## config.mk

```make
export PLATFORM = sky130hd
export DESIGN_NAME = rr_chan_mux
export DESIGN_NICKNAME = d
export VERILOG_FILES = /design/src/rtl/rr_chan_mux.sv
export SDC_FILE = /design/constraint.sdc
export NUM_CORES = 1
export LEC_CHECK = 0
export CORE_MARGIN = 5
export CORE_UTILIZATION = 25
export CTS_CLUSTER_SIZE = 8
export DETAILED_ROUTE_END_ITERATION = 16
export HOLD_SLACK_MARGIN = 0.08
export PLACE_DENSITY = 0.56
export SLEW_MARGIN = 20
export SYNTH_ARGS = -nofsm -noshare
export SYNTH_HDL_FRONTEND = slang
export SYNTH_SLANG_ARGS = --single-unit
```

## constraint.sdc

```tcl
create_clock -name clk_i -period 7.9 [get_ports clk_i]
set_input_delay 1.975 -clock clk_i [delete_from_list [all_inputs] [get_ports clk_i]]
set_output_delay 1.975 -clock clk_i [all_outputs]
set_load 0.02 [all_outputs]
```

## src/rtl/rr_chan_mux.sv

```systemverilog
// rr_chan_mux: N-channel, W-bit registered multiplexer with valid/ready handshakes.
// A round-robin arbiter picks one requesting input channel per cycle. The winner's
// word and its channel index are captured in a one-entry output register.
//
// Optional feature macro: RR_CHAN_MUX_FORCE_SEL_EN
//   When defined, force_en_i/force_sel_i bypass arbitration and pin the grant to
//   min(force_sel_i, CHANNELS-1). The round-robin pointer does not advance while forced.
//
// Ports:
//   clk_i        rising-edge clock
//   rst_i        asynchronous reset, active-high
//   force_en_i   (macro only) force the grant to force_sel_i
//   force_sel_i  (macro only) forced channel index, clamped to CHANNELS-1
//   in_data_i    channel c occupies bits [c*WIDTH +: WIDTH]
//   in_valid_i   per-channel request
//   in_ready_o   per-channel accept, one-hot or zero
//   out_data_o   registered selected word
//   out_chan_o   registered index of the channel that supplied out_data_o
//   out_valid_o  output register holds a word
//   out_ready_i  consumer accepts out_data_o this cycle
module rr_chan_mux #(
   parameter int unsigned WIDTH    = 8,
   parameter int unsigned CHANNELS = 7,
   parameter int unsigned SEL_W    = 3
) (
   input  logic                      clk_i,
   input  logic                      rst_i,
`ifdef RR_CHAN_MUX_FORCE_SEL_EN
   input  logic                      force_en_i,
   input  logic [SEL_W-1:0]          force_sel_i,
`endif
   input  logic [CHANNELS*WIDTH-1:0] in_data_i,
   input  logic [CHANNELS-1:0]       in_valid_i,
   output logic [CHANNELS-1:0]       in_ready_o,
   output logic [WIDTH-1:0]          out_data_o,
   output logic [SEL_W-1:0]          out_chan_o,
   output logic                      out_valid_o,
   input  logic                      out_ready_i
);

   logic [WIDTH-1:0] out_data_q, out_data_d;
   logic [SEL_W-1:0] out_chan_q, out_chan_d;
   logic             out_valid_q, out_valid_d;
   logic [SEL_W-1:0] ptr_q, ptr_d;

   logic [SEL_W-1:0] rr_grant;
   logic             rr_req;
   logic [SEL_W-1:0] grant;
   logic             req;
   logic             forced;
   logic             load;

   // Indices past the last channel fold onto the last channel.
   function automatic logic [SEL_W-1:0] clamp_sel(input logic [SEL_W-1:0] s);
      if (32'(s) >= CHANNELS) return SEL_W'(CHANNELS - 1);
      return s;
   endfunction

   // Round-robin scan starting at ptr_q and wrapping at CHANNELS.
   always_comb begin
      int unsigned idx;
      idx      = 0;
      rr_grant = '0;
      rr_req   = 1'b0;
      for (int unsigned i = 0; i < CHANNELS; i++) begin
         idx = 32'(ptr_q) + i;
         if (idx >= CHANNELS) idx = idx - CHANNELS;
         if (!rr_req && in_valid_i[idx]) begin
            rr_grant = SEL_W'(idx);
            rr_req   = 1'b1;
         end
      end
   end

   always_comb begin
      grant  = clamp_sel(rr_grant);
      req    = rr_req;
      forced = 1'b0;
`ifdef RR_CHAN_MUX_FORCE_SEL_EN
      if (force_en_i) begin
         grant  = clamp_sel(force_sel_i);
         req    = in_valid_i[grant];
         forced = 1'b1;
      end
`endif
   end

   assign load = !out_valid_q || out_ready_i;

   always_comb begin
      out_data_d  = out_data_q;
      out_chan_d  = out_chan_q;
      out_valid_d = out_valid_q;
      ptr_d       = ptr_q;
      in_ready_o  = '0;
      if (load) begin
         out_valid_d = req;
         if (req) begin
            out_data_d = in_data_i[32'(grant)*WIDTH +: WIDTH];
            out_chan_d = grant;
            if (!forced) begin
               ptr_d = (32'(grant) == CHANNELS - 1) ? '0 : grant + SEL_W'(1);
            end
            // Gate with rst_i: reset clears out_valid, which would otherwise open load.
            if (!rst_i) in_ready_o = CHANNELS'(1) << grant;
         end
      end
   end

   always_ff @(posedge clk_i or posedge rst_i) begin
      if (rst_i) begin
         out_data_q  <= '0;
         out_chan_q  <= '0;
         out_valid_q <= 1'b0;
         ptr_q       <= '0;
      end else begin
         out_data_q  <= out_data_d;
         out_chan_q  <= out_chan_d;
         out_valid_q <= out_valid_d;
         ptr_q       <= ptr_d;
      end
   end

   assign out_data_o  = out_data_q;
   assign out_chan_o  = out_chan_q;
   assign out_valid_o = out_valid_q;

endmodule

```

* Word level (Yosys, flattened, before mapping) *
Cells that the tools add are included.

storage, ports and cells
  bits in registers = 15
  bits of input ports = 66
  output and inout bits = 19
  logic and storage cells = 93

cells by class
  $add $sub $neg = 14
  magnitude comparators = 15
  equal/unequal tests = 1
  shift operators = 2
  muxes and demuxes = 42
  reduce and logical (&&, ||, !) cells = 15

operator list
  cell                                                                number
  less-than comparator 32 x 4 -> 1 bit (second input constant)        7
  2-to-1 mux 32 bit                                                   7
  variable part select 56 x 7 -> 8 bit                                1
  2-to-1 mux 3 bit                                                    10
  subtractor 4 x 3 -> 5 bit (second input constant)                   6
  greater-or-equal comparator 4 x 3 -> 1 bit (second input constant)  6
  binary-select mux 1 bit (select 3 bit)                              7
  2-to-1 mux 7 bit                                                    3
  2-to-1 mux 1 bit                                                    15
  adder 3 x 3 -> 4 bit (second input constant)                        3
  adder 3 x 2 -> 4 bit (second input constant)                        2
  logical NOT 1 bit                                                   7
  << shifter 1 x 3 -> 7 bit (first input constant)                    1
  greater-or-equal comparator 3 bit (second input constant)           2
  logical AND 1 bit                                                   6
  adder 3 x 1 -> 4 bit (second input constant)                        1
  subtractor 3 x 3 -> 4 bit (second input constant)                   1
  adder 3 x 1 -> 3 bit (second input constant)                        1
  == test 3 bit (second input constant)                               1
  AND reduction 2 bit                                                 1
  logical OR 1 bit                                                    1

* Longest topological paths before layout *
Gate-level depths: netlist of the first run.

  depth after elaboration = 30
  mapped depth = 19
  gate-level depth less buffers = 14

* Worst setup path after synthesis of the first run *
OpenSTA, ideal clock, no wires.

  path type = input to output
  from = input port in_valid_i[4]
  to = output port in_ready_o[5]
  arrival time = 4.880 ns
  slack = 1.045 ns
  stages on the path = 9
  buffers on the path = 2
  path through = clkbuf_1 > mux2i_1 > mux4_2 > mux2_4 > or4_4 > a211oi_2 > buf_4 > o21ai_0 > nor4_1

between the ends
  cells in the longest elaborated chain, start to end = 28
  elaborated cells on any way between the ends = 47

RTL lines
  what                                    RTL line  source
  start: declaration                      33        input logic [CHANNELS-1:0] in_valid_i,
  binary-select mux 1 bit (select 3 bit)  68        if (!rr_req && in_valid_i[idx]) begin
  2-to-1 mux 1 bit (not written as such)  68
  2-to-1 mux 1 bit                        68
  logical NOT 1 bit                       68
  logical AND 1 bit                       68
  2-to-1 mux 1 bit                        68
  logical NOT 1 bit                       68
  logical AND 1 bit                       68
  [... 12 more ...]                       n/a
  2-to-1 mux 3 bit                        68
  greater-or-equal comparator 3 bit       55        if (32'(s) >= CHANNELS) return SEL_W'(CHANNELS - 1);
  2-to-1 mux 1 bit                        55
  2-to-1 mux 3 bit                        56        return s;
  << shifter 1 x 3 -> 7 bit               105       if (!rst_i) in_ready_o = CHANNELS'(1) << grant;
  2-to-1 mux 7 bit                        105
  2-to-1 mux 7 bit *                      98        if (req) begin
  2-to-1 mux 7 bit *                      96        if (load) begin
  end: declaration                        34        output logic [CHANNELS-1:0] in_ready_o,

Every way passes the cells marked *; elsewhere a longest branch is shown, timed or not. The select of a mux whose other input is x is not followed.

* Worst setup path in the final report of the first run *
  from = input port in_valid_i[4]
  to = output port in_ready_o[3]

The elaborated chain is that of the path after synthesis.

==> impl_metrics.csv, run 1 <==
group,metric,value,unit
clock_tree,clockRootBuffer,"sky130_fd_sc_hd__clkbuf_16",
layout,layout.cells.most_common,"sky130_fd_sc_hd__clkdlybuf4s50_1",
place,hpwl_reported_at_the_end_of_detailed_placement,9070,um
critical_path,r2r_cells,13,
run,max_cap_check_violation_count,0,
layout,fillerInstances,1318,
critical_path,path_class,"input pin to output port",
clock_tree,numCtsBuffers,3,
synthesis,ys_types,75,
worst_hold_path,hold_path_depth,1,
clock_tree,clkLatencyLatePin,0.25,ns
floorplan,width_of_the_die,123,um
global_route,vias_in_the_first_global_route,3745,
timing,rsz_0062_raised_after_global_routing,"no",
critical_path,crit_path_capture_type,"output port",
layout,most_frequent_cells_in_the_layout,"82 x sky130_fd_sc_hd__clkdlybuf4s50_1, 27 x sky130_fd_sc_hd__nand2_1, 26 x sky130_fd_sc_hd__o21ai_0",
place,portBuffers,84,
synthesis,yosys_synthesis_warning_count,0,
synthesis,synth-edff-count,0,
critical_path,critical_path.startpoint_type,"input pin",
layout,finalNetCount,571,
floorplan,core.rowCount,41,
synthesis,synth.area.mux_share,7.68,%
route,route.detailed.vias_per_inst,5.69,
floorplan,floorplan.core_area,0.0126,mm2
synthesis,postSynthRegisterBits,15,
critical_path,worst_r2r_startpoint,"ptr_q[2]$_DFFE_PP0P_",
critical_path,required,5.93,ns
global_route,globalRouteTotalUtil,15.3,%
clock_tree,numClockSinks,15,
floorplan,boundaryPins,85,
synthesis,synth_simple_gate_area_share,21.7,%
place,routabilityCongestion,0.961,
clock_tree,tritoncts,"yes",
timing,max_slew_headroom,35.9,%
synthesis,syn-instance-count,425,
timing,max_freq,128,MHz
route,routed_len_inst,18.2,um
critical_path,critPathArrivalTime,5.81,ns
floorplan,full_die_area,0.0151,mm2
floorplan,initial_core_util,25.4,%
global_route,wire_length_of_the_first_global_routing_pass,18900,um
clock_tree,clock_slew_seen_by_the_registers_of_the_worst_setup_and_hold_paths,0.05,ns
timing,final.setup_skew,0.00564,ns
layout,stdcell_area,0.00429,mm2
route,aggregate_routed_wire_length,12100,um
synthesis,dominant_combinational_cell_family_by_area_after_synthesis,"compound AO/OA/AOI/OAI gates",
worst_hold_path,whs_endpoint,"out_chan_o[2]$_DFFE_PP0P_",
run_status,run_status,"completed",
route,antenna_left,0,
global_route,grt_max_degree,43,
synthesis,synth_nets,505,
route,detail_route.iter0.violations,279,
clock_tree,ctsHtreeMaxLevel,1,
synthesis,synthAdderAreaFrac,5.49,%
worst_hold_path,hold_path.class,"flip-flop to flip-flop",
synthesis,synthArstFlopShare,100,%
global_route,antenna_violations_before_repair,0,
synthesis,synthesis.area_per_instance,7.51,um2
timing,tightest_slew,0.961,ns
critical_path,crit_fanout,11,
floorplan,die_h,123,um
synthesis,syn-cell-area,0.00319,mm2
route,detailroute.via_count,3768,
synthesis,dominantRegCellSynth,"sky130_fd_sc_hd__dfrtp_1",
route,drt_drc_violations_left,0,
critical_path,launching_instance_or_port_of_the_critical_path,"in_valid_i[4]",
critical_path,r2r-end,"out_data_o[6]$_DFFE_PP0P_",
place,post_dp_cell_area,0.00415,mm2
layout,share_of_final_layout_standard_cells_stronger_than_drive_strength_1,10.2,%
timing,min_period_over_period,98.6,%
critical_path,regToRegSetupSlack,2.91,ns
route,firstDrtPassIters,7,
layout,layout-area-overhead-vs-synth,34.3,%
clock_tree,ctsLongestPathBuffers,2,
synthesis,synth_sequential_area_ratio,11.8,%
global_route,grt_overflow,0,
layout,antenna-diode-count,0,
synthesis,compound_gate_fraction_of_synth_area,43.9,%
timing,final.setup.tns,0,ns
timing,finalHoldViolations,0,
synthesis,yosys.area_share.xor_xnor,1.37,%
timing,report.final.setup_viol,0,
timing,final_max_slew_viol_count,0,
timing,final.min_clock_period,7.79,ns
worst_hold_path,timing.hold.worst.start,"out_chan_o[2]$_DFFE_PP0P_",
## per-stage QoR
stage | worst slack [ns] | hold slack [ns] | util [%] | std cells
after floorplan | 1.05 | 0.590 | - | 425
after global placement | 0.198 | 0.476 | 33.1 | 658
after detailed placement | 0.0948 | 0.471 | 33.1 | 658
after CTS | 0.0836 | 0.487 | 33.7 | 662
after global routing | 0.00757 | 0.531 | 34.1 | 662
final | 0.113 | 0.485 | 34.1 | 662
## logic make-up (layout without fill, tap and decap cells)
group,count (synthesis),in the layout
AOI/OAI and AO/OA,193,193
adders and majority gates,14,14
muxes,19,19
xor gates and xnor gates,5,5
and+or+nand+nor,129,129
buffers and inverters,50,115
DFF,15,15
## critical path: stages
cell and delay, ns:
sky130_fd_sc_hd__clkdlybuf4s50_1 0.75, sky130_fd_sc_hd__mux2i_1 0.19, sky130_fd_sc_hd__mux4_2 0.54, sky130_fd_sc_hd__mux2_4 0.33, sky130_fd_sc_hd__or4_4 0.50, sky130_fd_sc_hd__a211oi_2 0.36
sky130_fd_sc_hd__nor2_1 0.11, sky130_fd_sc_hd__nor2_1 0.10, sky130_fd_sc_hd__ha_1 0.15, sky130_fd_sc_hd__and3_1 0.18, sky130_fd_sc_hd__clkdlybuf4s50_1 0.62
## synth_stat cells (all sizes together) (5+ instances only)
library cell / count / area [um2]
o21ai: 37 / 185
nand2: 27 / 101
a21boi: 22 / 169
a21oi: 22 / 121
nor2: 22 / 90.1
buf: 20 / 146
a211oi: 18 / 140
clkbuf: 18 / 67.6
nand3: 16 / 85.1
dfrtp: 15 / 375
and3: 14 / 87.6
ha: 14 / 175
mux2i: 14 / 140
inv: 12 / 45.1
a21o: 11 / 82.6
nor2b: 10 / 62.6
a311oi: 9 / 78.8
nand2b: 8 / 50.1
nor3: 8 / 45.0
o32ai: 8 / 70.1
o31ai: 6 / 45.0
o211ai: 5 / 37.5
## flip-flops by register name, summed over array words and instances (netlist names)
register / cells
out_chan_o: 3
out_data_o: 8
out_valid_o: 1
ptr_q: 3
## cell type report
type / instances / area (um2) / share of cell area [%]
multi-input cells: 360 / 2610 / 60.9
repair buffers: 99 / 958 / 22.4
flip-flops and latches: 15 / 377 / 8.79
well taps: 172 / 215 / 5.02
clock buffers: 3 / 75.1 / 1.75
inverters: 12 / 45.0 / 1.05
clock inverters: 1 / 5.00 / 0.117
## worst max-delay path by stage
stage	endpoint	slack (ns)	depth (start not counted)
floorplan	in_ready_o[5]	1.05	9
finish	in_ready_o[3]	0.11	11
global route	in_ready_o[5]	0.008	9
CTS	in_ready_o[3]	0.08	12
detailed placement	in_ready_o[3]	0.09	12
global placement	in_ready_o[0]	0.20	12
## metal layers
layer	global-route usage, %	wire length (um)
met3	2.65	854
met4	5.47	363
met2	25.8	5780
met5	0	0
met1	19.7	5060
## what timing repair did
| action | in CTS | in global routing |
|---|---|---|
| hold buffers | 0 | 0 |
| endpoints found under the setup margin | 0 | 6 |
| gates resized for setup | 0 | 11 |
| hold endpoints to repair | 0 | 0 |
| setup buffers | 0 | 0 |
Power of run 1 is left out: the tool's default activity adds up to more than one toggle a clock period on the data nets, which glitch-free logic cannot reach.
==> inputs of run 2 (changes only) <==
ABC_AREA = 1   (was default)
PLACE_DENSITY = 0.57   (was 0.56)
==> impl_metrics.csv, run 2 <==
group,metric,value,unit
synthesis,netlist.area_leader.share,23.2,%
route,detailroute.via_count,3600,
floorplan,boundaryPins,85,
worst_hold_path,timing.hold.worst.start,"out_data_o[1]$_DFFE_PP0P_",
clock_tree,cts_hold_buffers,0,
synthesis,synth.largest_area_cell,"sky130_fd_sc_hd__nand2_1",
synthesis,syn-instance-count,507,
critical_path,worst_r2r_startpoint,"ptr_q[0]$_DFFE_PP0P_",
timing,final.setup_skew,0.00216,ns
layout,combined_area_of_the_multi_input_logic_cells,0.00211,mm2
timing,report.final.setup_viol,0,
global_route,grt_overflow,0,
route,routed_len_inst,14.5,um
route,drt_drc_violations_left,0,
global_route,vias_in_the_first_global_route,3504,
clock_tree,tritoncts,"yes",
run,max_cap_check_violation_count,0,
timing,tightest_slew,0.677,ns
route,aggregate_routed_wire_length,10500,um
synthesis,synth_nets,587,
clock_tree,numClockSinks,15,
clock_tree,clock_slew_seen_by_the_registers_of_the_worst_setup_and_hold_paths,0.05,ns
global_route,grt_max_degree,24,
floorplan,initial_core_util,25.8,%
timing,rsz_0062_raised_after_global_routing,"no",
synthesis,synthTopCellsByCount,"175 x sky130_fd_sc_hd__nand2_1, 116 x sky130_fd_sc_hd__nand3_1, 43 x sky130_fd_sc_hd__inv_1",
critical_path,crit_fanout,17,
critical_path,path_class,"input pin to output port",
place,portBuffers,84,
worst_hold_path,whs_endpoint,"out_data_o[1]$_DFFE_PP0P_",
timing,final.min_clock_period,7.23,ns
route,route.detailed.vias_per_inst,4.97,
layout,antenna-diode-count,0,
timing,max_slew_headroom,54.8,%
critical_path,critical_path.startpoint_type,"input pin",
synthesis,synth_sequential_area_ratio,13.3,%
layout,sequential_cell_area,375,um2
floorplan,width_of_the_die,116,um
critical_path,required,5.93,ns
route,antenna_left,0,
clock_tree,ctsLongestPathBuffers,2,
timing,max_freq,138,MHz
synthesis,syn-cell-area,0.00283,mm2
clock_tree,post-cts-setup-buffer-count,0,
floorplan,floorplan.core_area,0.0110,mm2
floorplan,full_die_area,0.0135,mm2
synthesis,synthesis.area_per_instance,5.58,um2
synthesis,yosys.cell_count.top_type,"sky130_fd_sc_hd__nand2_1",
synthesis,synthArstFlopShare,100,%
floorplan,core.rowCount,38,
layout,fillerInstances,1192,
synthesis,yosys-top-cells-area,"sky130_fd_sc_hd__nand2_1 23%, sky130_fd_sc_hd__nand3_1 21%, sky130_fd_sc_hd__dfrtp_1 13%",
global_route,wire_length_of_the_first_global_routing_pass,17100,um
timing,min_period_over_period,91.5,%
route,firstDrtPassIters,5,
layout,finalNetCount,666,
worst_hold_path,hold_path.class,"flip-flop to flip-flop",
layout,number_of_flip_flops_in_the_largest_register,8,
clock_tree,numCtsBuffers,3,
critical_path,regToRegSetupSlack,3.55,ns
clock_tree,clockRootBuffer,"sky130_fd_sc_hd__clkbuf_16",
critical_path,critPathArrivalTime,5.25,ns
worst_hold_path,hold_path_depth,2,
critical_path,r2r-end,"out_data_o[4]$_DFFE_PP0P_",
layout,layout-area-overhead-vs-synth,35.9,%
place,hpwl_reported_at_the_end_of_detailed_placement,8680,um
place,routabilityCongestion,0.982,
layout,most_frequent_cells_in_the_layout,"175 x sky130_fd_sc_hd__nand2_1, 116 x sky130_fd_sc_hd__nand3_1, 84 x sky130_fd_sc_hd__clkdlybuf4s50_1",
clock_tree,ctsHtreeMaxLevel,1,
run_status,run_status,"completed",
critical_path,crit_path_capture_type,"output port",
synthesis,synth-edff-count,0,
critical_path,r2r_cells,26,
clock_tree,cts_repair_resizes,0,
timing,finalHoldViolations,0,
global_route,globalRouteTotalUtil,15.6,%
synthesis,postSynthRegisterBits,15,
floorplan,die_h,116,um
timing,final_max_slew_viol_count,0,
synthesis,dominantRegCellSynth,"sky130_fd_sc_hd__dfrtp_1",
clock_tree,clkLatencyLatePin,0.25,ns
timing,final.setup.tns,0,ns
route,detail_route.iter0.violations,179,
layout,share_of_final_layout_standard_cells_stronger_than_drive_strength_1,9.91,%
layout,layout.cells.most_common,"sky130_fd_sc_hd__nand2_1",
synthesis,yosys_synthesis_warning_count,0,
global_route,antenna_violations_before_repair,0,
synthesis,ys_types,34,
-- run 2: per-stage QoR --
stage | utilization [%] | std cells | instance area, um2 | setup WS (ns) | hold WS [ns]
after detailed placement | 34.3 | 721 | 3770 | 0.704 | 0.470
after global placement | 34.3 | 721 | 3770 | 0.659 | 0.469
after global routing | 35.0 | 725 | 3850 | 0.328 | 0.513
after CTS | 35.0 | 725 | 3850 | 0.670 | 0.484
final | 35.0 | 725 | 3850 | 0.672 | 0.481
after floorplan | - | 507 | 2830 | 1.66 | 0.591
-- run 2: worst max-delay path by stage --
stage             startpoint            end  slack [ns]
6_report       in_valid_i[6]  in_ready_o[3]        0.67
3_5_place_dp   in_valid_i[6]  in_ready_o[3]        0.70
3_3_place_gp   in_valid_i[6]  in_ready_o[2]        0.66
2_1_floorplan  in_valid_i[4]  in_ready_o[3]        1.66
5_1_grt        in_valid_i[6]  in_ready_o[3]        0.33
4_1_cts        in_valid_i[6]  in_ready_o[3]        0.67
-- run 2: kinds of logic after synthesis --
logic type | after synthesis | synth area share, %
adder cells (fa/ha/maj) | 14 | 6.19
AND/OR/NAND/NOR | 363 | 59.2
AO/OA/AOI/OAI | 39 | 8.22
buffers and inverters | 74 | 12.2
XOR/XNOR | 2 | 0.884
flip-flops | 15 | 13.3
-- run 2: worst max-delay path: stages --
cell	delay, ns
sky130_fd_sc_hd__clkdlybuf4s50_1	0.59
sky130_fd_sc_hd__inv_1	0.13
sky130_fd_sc_hd__nand3_1	0.08
sky130_fd_sc_hd__nand3_1	0.10
sky130_fd_sc_hd__nand3_2	0.12
sky130_fd_sc_hd__nand2_2	0.11
sky130_fd_sc_hd__nand2_1	0.07
sky130_fd_sc_hd__nor2_2	0.19
sky130_fd_sc_hd__nand2_1	0.08
sky130_fd_sc_hd__nor2_1	0.12
sky130_fd_sc_hd__nand2_1	0.07
sky130_fd_sc_hd__nand2_1	0.08
sky130_fd_sc_hd__nor2_1	0.07
sky130_fd_sc_hd__nor2_4	0.32
sky130_fd_sc_hd__inv_2	0.06
sky130_fd_sc_hd__nor2_1	0.10
sky130_fd_sc_hd__ha_1	0.14
sky130_fd_sc_hd__nor3b_1	0.19
sky130_fd_sc_hd__clkdlybuf4s50_1	0.64
-- run 2: cell type report --
cell class	instances	share of cell area [%]
Clock inverter	1	0.130
Sequential cell	15	9.76
Inverter	57	5.56
Clock buffer	3	1.95
Tap cell	140	4.55
Multi-Input combinational cell	418	54.8
Timing Repair Buffer	91	23.2
-- run 2: layer usage --
metal  GRT usage [%]  wire length, um  vias up
met5               0                0        -
met4            4.64              249        0
met3            3.99             1050       21
met2            26.0             4760      160
met1            19.9             4440     1608
li1                -                -     1811
Power of run 2 is left out for the same reason.
